`config.mk`:
```
export PLATFORM = sky130hd
export DESIGN_NAME = uart_rx
export DESIGN_NICKNAME = d
export VERILOG_FILES = /design/src/rtl/uart_rx.sv
export SDC_FILE = /design/constraint.sdc
export NUM_CORES = 1
export LEC_CHECK = 0
export ABC_AREA = 1
export BUFFER_PORTS_ARGS = -buffer_cell sky130_fd_sc_hd__buf_4
export CAP_MARGIN = 20
export CORE_MARGIN = 10
export CORE_UTILIZATION = 55
export DETAILED_ROUTE_END_ITERATION = 12
export GPL_TIMING_DRIVEN = 0
export PLACE_DENSITY = 0.76
export SYNTH_ARGS = -nofsm -noshare
export SYNTH_HDL_FRONTEND = slang
export SYNTH_SLANG_ARGS = --single-unit
```
`constraint.sdc`:
```
create_clock -name clk -period 2.78 [get_ports clk]
set_input_delay 0.139 -clock clk [delete_from_list [all_inputs] [get_ports clk]]
set_output_delay 0.139 -clock clk [all_outputs]
set_load 0.01 [all_outputs]
```
`src/rtl/uart_rx.sv`:
```
// rtl/uart_rx.sv - UART receiver: start/data/stop recovery, framing and overrun flags, valid/ack word interface
// Optional two-flop input synchronizer on rx when UART_RX_SYNC_EN is defined.
module uart_rx #(
  parameter int D_WIDTH      = 13,
  parameter int CLKS_PER_BIT = 1
) (
  input  logic               clk,
  input  logic               rst,
  input  logic               rx,
  input  logic               rx_ack,
  output logic [D_WIDTH-1:0] rx_data,
  output logic               rx_valid,
  output logic               rx_busy,
  output logic               rx_ferr,
  output logic               rx_ovr
);

  localparam int H   = (CLKS_PER_BIT - 1) / 2;
  localparam int BCW = $clog2(D_WIDTH + 1);
  localparam int CCW = ($clog2(CLKS_PER_BIT + 1) < 1) ? 1 : $clog2(CLKS_PER_BIT + 1);

  // Cycle-counter values at which a bit is sampled / the start bit is re-checked.
  localparam logic [CCW-1:0] CNT_BIT   = CCW'(CLKS_PER_BIT - 1);
  localparam logic [CCW-1:0] CNT_MID   = CCW'((H > 0) ? (H - 1) : 0);
  localparam logic [BCW-1:0] BITS_LAST = BCW'(D_WIDTH - 1);

  typedef enum logic [2:0] {
    HUNT,
    IDLE,
    START,
    DATA,
    STOP
  } state_t;

  logic               s;
  state_t             state_q, state_d;
  logic [CCW-1:0]     cnt_q, cnt_d;
  logic [BCW-1:0]     bit_q, bit_d;
  logic [D_WIDTH-1:0] shift_q, shift_d;
  logic [D_WIDTH-1:0] data_d;
  logic               valid_d, busy_d, ferr_d, ovr_d;
  logic               land;

`ifdef UART_RX_SYNC_EN
  logic [1:0] sync_q;

  // Two-flop synchronizer; resets to the idle level so reset never looks like a start bit.
  always_ff @(posedge clk or posedge rst) begin
    if (rst) begin
      sync_q <= 2'b11;
    end else begin
      sync_q <= {sync_q[0], rx};
    end
  end

  assign s = sync_q[1];
`else
  assign s = rx;
`endif

  // State, counters, shift register and all registered outputs.
  always_ff @(posedge clk or posedge rst) begin
    if (rst) begin
      state_q  <= HUNT;
      cnt_q    <= '0;
      bit_q    <= '0;
      shift_q  <= '0;
      rx_data  <= '0;
      rx_valid <= 1'b0;
      rx_busy  <= 1'b0;
      rx_ferr  <= 1'b0;
      rx_ovr   <= 1'b0;
    end else begin
      state_q  <= state_d;
      cnt_q    <= cnt_d;
      bit_q    <= bit_d;
      shift_q  <= shift_d;
      rx_data  <= data_d;
      rx_valid <= valid_d;
      rx_busy  <= busy_d;
      rx_ferr  <= ferr_d;
      rx_ovr   <= ovr_d;
    end
  end

  // Next-state, bit sampling and valid/ack handshake.
  always_comb begin
    state_d = state_q;
    cnt_d   = cnt_q;
    bit_d   = bit_q;
    shift_d = shift_q;
    land    = 1'b0;
    ferr_d  = 1'b0;

    case (state_q)
      HUNT: begin
        if (s) begin
          state_d = IDLE;
        end
      end
      IDLE: begin
        if (!s) begin
          cnt_d   = '0;
          bit_d   = '0;
          // With H==0 the detection edge is already the mid-bit sample.
          state_d = (H == 0) ? DATA : START;
        end
      end
      START: begin
        if (cnt_q == CNT_MID) begin
          cnt_d   = '0;
          state_d = s ? IDLE : DATA;
        end else begin
          cnt_d = cnt_q + 1'b1;
        end
      end
      DATA: begin
        if (cnt_q == CNT_BIT) begin
          cnt_d   = '0;
          shift_d = {s, shift_q[D_WIDTH-1:1]};
          if (bit_q == BITS_LAST) begin
            bit_d   = '0;
            state_d = STOP;
          end else begin
            bit_d = bit_q + 1'b1;
          end
        end else begin
          cnt_d = cnt_q + 1'b1;
        end
      end
      STOP: begin
        if (cnt_q == CNT_BIT) begin
          cnt_d = '0;
          if (s) begin
            land    = 1'b1;
            state_d = IDLE;
          end else begin
            ferr_d  = 1'b1;
            state_d = HUNT;
          end
        end else begin
          cnt_d = cnt_q + 1'b1;
        end
      end
      default: state_d = HUNT;
    endcase

    data_d  = rx_data;
    valid_d = rx_valid;
    ovr_d   = 1'b0;
    if (land) begin
      data_d  = shift_q;
      valid_d = 1'b1;
      ovr_d   = rx_valid && !rx_ack;
    end else if (rx_ack) begin
      valid_d = 1'b0;
    end

    // Busy rises one edge after start detection and drops on the edge the frame ends.
    busy_d = (state_q inside {START, DATA, STOP}) && (state_d inside {START, DATA, STOP});
  end

endmodule

```
# Word-level counts from Yosys, hierarchy flattened
# Cells that the tools add are included.
# classes
n_eq_ne,10
n_bitwise,1
n_mux,25
add_sub_neg,2
reduce_logical,13
# ops
cell,n
$mux W3,6
$pmux W3 S5,1
$eq A3 B2 Y1 const B,4
$mux W1,12
$mux W4,3
$pmux W4 S2,1
$eq A3 B3 Y1 const B,2
$reduce_bool A2 Y1,3
$reduce_bool A3 Y1,2
$add A4 B1 Y4 const B,1
$eq A4 B4 Y1 const B,1
$ne A2 B2 Y1 const B,2
$reduce_and A2 Y1,2
$eq A3 B1 Y1 const B,1
$logic_not A3 Y1,1
$reduce_and A3 Y1,1
$reduce_or A3 Y1,1
$logic_and A1 B1 Y1,2
$mux W2,1
$pmux W1 S2,1
$add A1 B1 Y1 const B,1
$logic_not A1 Y1,1
$not A1 Y1,1
# totals
elab_cells,60
inputBits,4
ff_bits,38
output_inout_bits,17

# Depth between registers and ports, before layout
# logic_depth
depth_word,7
ltp_mapped,7
ltp_nobuf,7

# Worst setup path after synthesis
# OpenSTA, ideal clock, no wires.
# synth_timing
path_kind,register to register
startpoint,register state_q[0]
endpoint,register rx_data[1]
path_slack_ns,1.652
required_ns,2.662
period_less_slack_ns,1.128
setup_time_ns,0.118
t_arrival_ns,1.010
stages_incl_launch_ff,6
path_buffers,1
cell_sequence,dfrtp_1 nor2_1 nand3_2 buf_6 nand2_1 o21ai_2
# synth_via
elab_chain_cells,2
# synth_lines
item,line_no,text
"start, declared",36,"state_t state_q, state_d;"
"start signal, assigned",74,state_q <= state_d;
$eq A3 B3 Y1,95,case (state_q)
$mux W1,95,
"end signal, assigned",78,rx_data <= data_d;
"end, declared",11,"output logic [D_WIDTH-1:0] rx_data,"
# Every way passes these cells.
# A chain may end at the register's enable or synchronous reset.

# Worst setup path after layout
# layout_timing
startpoint,register state_q[0]
endpoint,register rx_data[4]
# The elaborated chain is that of the path after synthesis.

==> impl_metrics.env <==
export IMPL_status="completed"
export IMPL_final_nets=195
export IMPL_required_ns=3.02
export IMPL_area_growth_pct=19.1
export IMPL_dp_hpwl_mm=2.11
export IMPL_grt_start_max_net_pins=20
export IMPL_cp_cell_sequence="nor2_1 -> nand3_2 -> buf_6 -> nand2_1 -> o21ai_2"
export IMPL_powerDensity_nw_per_um2=834
export IMPL_routabilityCongestion=0.725
export IMPL_port_buffers=20
export IMPL_firstDrtPassIters=4
export IMPL_wl_per_cell_um=12.8
export IMPL_clock_latency_ns=0.34
export IMPL_clk_path_buf_depth=2
export IMPL_ys_seq_area_share_pct=58.6
export IMPL_period_share_pct=44.6
export IMPL_clock_sinks=37
export IMPL_die_area_um2=5420
export IMPL_critPathMaxStageDelay_ns=0.46
export IMPL_synth_top_cell_by_area="dfrtp_1"
export IMPL_synthesis_nets=164
export IMPL_syn_avg_cell_area_um2=10.0
export IMPL_worst_setup_path_type="reg -> reg"
export IMPL_synthTopCellsByArea="dfrtp_1 (59%), nand2_1 (11%), o21ai_2 (5.0%), inv_1 (4.0%), o21ai_0 (3.5%)"
export IMPL_antenna_found_initial=0
export IMPL_setup_viol=0
export IMPL_start_util_pct=57.3
export IMPL_drt_antenna_violating_nets=0
export IMPL_cp_slowest_cell="dfrtp_1"
export IMPL_core_um2=2760
export IMPL_final_cell_mix="nand2_1 (48), dfrtp_1 (37), buf_4 (21), inv_1 (17), o21ai_0 (11)"
export IMPL_num_rows=19
export IMPL_globalRouteMet3Util_pct=5.25
export IMPL_die_w_um=73.6
export IMPL_critPathTopFamily="flip-flops"
export IMPL_cp_arrival_ns=1.48
export IMPL_drv_cap=0
export IMPL_syn_area_um2=1580
export IMPL_grt_ovfl_total=0
export IMPL_die_h_um=73.6
export IMPL_tightest_slew_ns=0.811
export IMPL_fillers=224
export IMPL_grt_pass1_vias=1126
export IMPL_p_leak_uw=0.000969
export IMPL_cts_tree="done"
export IMPL_finClkSkew_ns=0.0161
export IMPL_grt_pass1_wl_mm=4.91
export IMPL_drc=0
export IMPL_cts_root_buf="clkbuf_4"
export IMPL_hold_violations=0
export IMPL_startpoint="state_q[0]"
export IMPL_drive_above_1_share_pct=26.3
export IMPL_drt_initial_drc_count=79
export IMPL_post_cts_buffers=0
export IMPL_fin_setup_tns_ns=0
export IMPL_routed_wl_mm=2.84
export IMPL_fmax_mhz=806
export IMPL_min_period_ns=1.24
export IMPL_rsz0062_at_grt="false"
export IMPL_yosysWarningCount=0
export IMPL_mostFrequentLayoutCell="nand2_1"
export IMPL_utilization_pct=68.2
export IMPL_holdWs_ns=0.489
export IMPL_synth_cell_type_count=22
export IMPL_grt_use_met1_pct=12.0
export IMPL_netlist_instances=158
export IMPL_relSlewSlack_pct=45.9
export IMPL_grt_use_total_pct=11.4
export IMPL_start_kind="register"
export IMPL_crit_path_max_fanout=10
export IMPL_grtUsageMet2_pct=19.5
export IMPL_ys_ff_latch=37
export IMPL_cp_num_buf_inv=1
export IMPL_cp_end_kind="register"
export IMPL_clkTransAtPathRegs_ns=0.12
export IMPL_hold_path_class="in -> async"
export IMPL_n_antenna_cell=0
export IMPL_synth_top_cell_area_share_pct=58.6
export IMPL_cts_max_level=2
export IMPL_rr_startpoint="state_q[0]"
export IMPL_peakVddDrop_v=0.000622
export IMPL_io_pins=21
export IMPL_vias_per_cell=5.18
export IMPL_slew_viol_final=0
export IMPL_grt_busiest_layer="met2"
export IMPL_num_vias=1144
export IMPL_numCtsBuffers=5
report_power, final:
group | switching, uW | internal [uW] | leakage [uW]
Clock | 176 | 95.3 | 0.0000310
Combinational | 310 | 205 | 0.000461
Sequential | 108 | 674 | 0.000477
Total | 594 | 975 | 0.000969
registers in the layout (all words and copies together), names as in the netlist:
name,count
shift_q,13
rx_data,13
state_q,3
rx_ferr,1
rx_ovr,1
rx_valid,1
rx_busy,1
bit_q,4
path summary, 6_finish.rpt:
| path | endpoint | slack (ns) | cells after the start |
|---|---|---|---|
| max in group asynchronous | shift_q[11] | 1.73 | 4 |
| setup / recovery | rx_data[4] | 1.54 | 5 |
| min in group clk | rx_ovr | 0.49 | 3 |
| hold / removal | shift_q[8] | 0.49 | 3 |
| hold reg to reg | rx_data[7] | 0.49 | 2 |
| setup reg to reg | rx_data[4] | 1.54 | 5 |
area by class of cell:
type	count	area, um2	share of cell area (%)
flip-flops and latches	37	926	49.2
multi-input cells	97	537	28.5
repair buffers	24	208	11.0
inverters	19	71.3	3.79
plain buffers	5	46.3	2.46
well taps	31	38.8	2.06
clock buffers	5	37.5	1.99
clock inverters	3	17.5	0.931
cells by family after synthesis:
group / count (synthesis) / share of synthesized area [%]
xor gates and xnor gates: 1 / 0.554
and+or+nand+nor: 70 / 21.8
buffers and inverters: 24 / 7.44
adders and majority gates: 2 / 1.58
DFF: 37 / 58.6
AOI/OAI and AO/OA: 24 / 10.1
Yosys cell counts:
| cell | instances |
|---|---|
| o211ai_1 | 2 |
| nor3_4 | 1 |
| ha_1 | 2 |
| buf_2 | 1 |
| o21ai_2 | 9 |
| dfrtp_1 | 37 |
| inv_2 | 2 |
| buf_4 | 1 |
| nor2_1 | 5 |
| nor4_1 | 1 |
| o21ai_1 | 1 |
| inv_1 | 17 |
| xnor2_1 | 1 |
| a21oi_1 | 1 |
| nor2_8 | 1 |
| nand3_4 | 2 |
| o21ai_0 | 11 |
| nand4_1 | 2 |
| nand2_1 | 48 |
| buf_6 | 3 |
| nand3_2 | 1 |
| nand3_1 | 9 |
worst register-to-register path: stages, from the launching register on:
cell and delay [ns]:
dfrtp_1 0.46, nor2_1 0.19, nand3_2 0.18, buf_6 0.21
nand2_1 0.07, o21ai_2 0.05
metrics by stage:
step	setup WS, ns	instances	cell area [um2]	power (uW)
2_1_floorplan	1.65	158	1580	1160
3_3_place_gp	1.36	209	1770	1270
3_5_place_dp	1.54	210	1800	1310
4_1_cts	1.53	221	1880	1580
5_1_grt	1.44	221	1880	1690
6_report	1.54	221	1880	1570
metal layers:
| metal | part of all wire (%) | routed length [um] |
|---|---|---|
| met1 | 41 | 1150 |
| met2 | 51 | 1450 |
| met3 | 6.5 | 183 |
| met4 | 1.7 | 49 |
| met5 | 0 | 0 |
timing repair:
item	4_1_cts	5_1_grt
hold buffers	3	0
hold endpoints to repair	21	0
resized for setup	0	0
No activity file was read; power rests on OpenSTA's default activity.
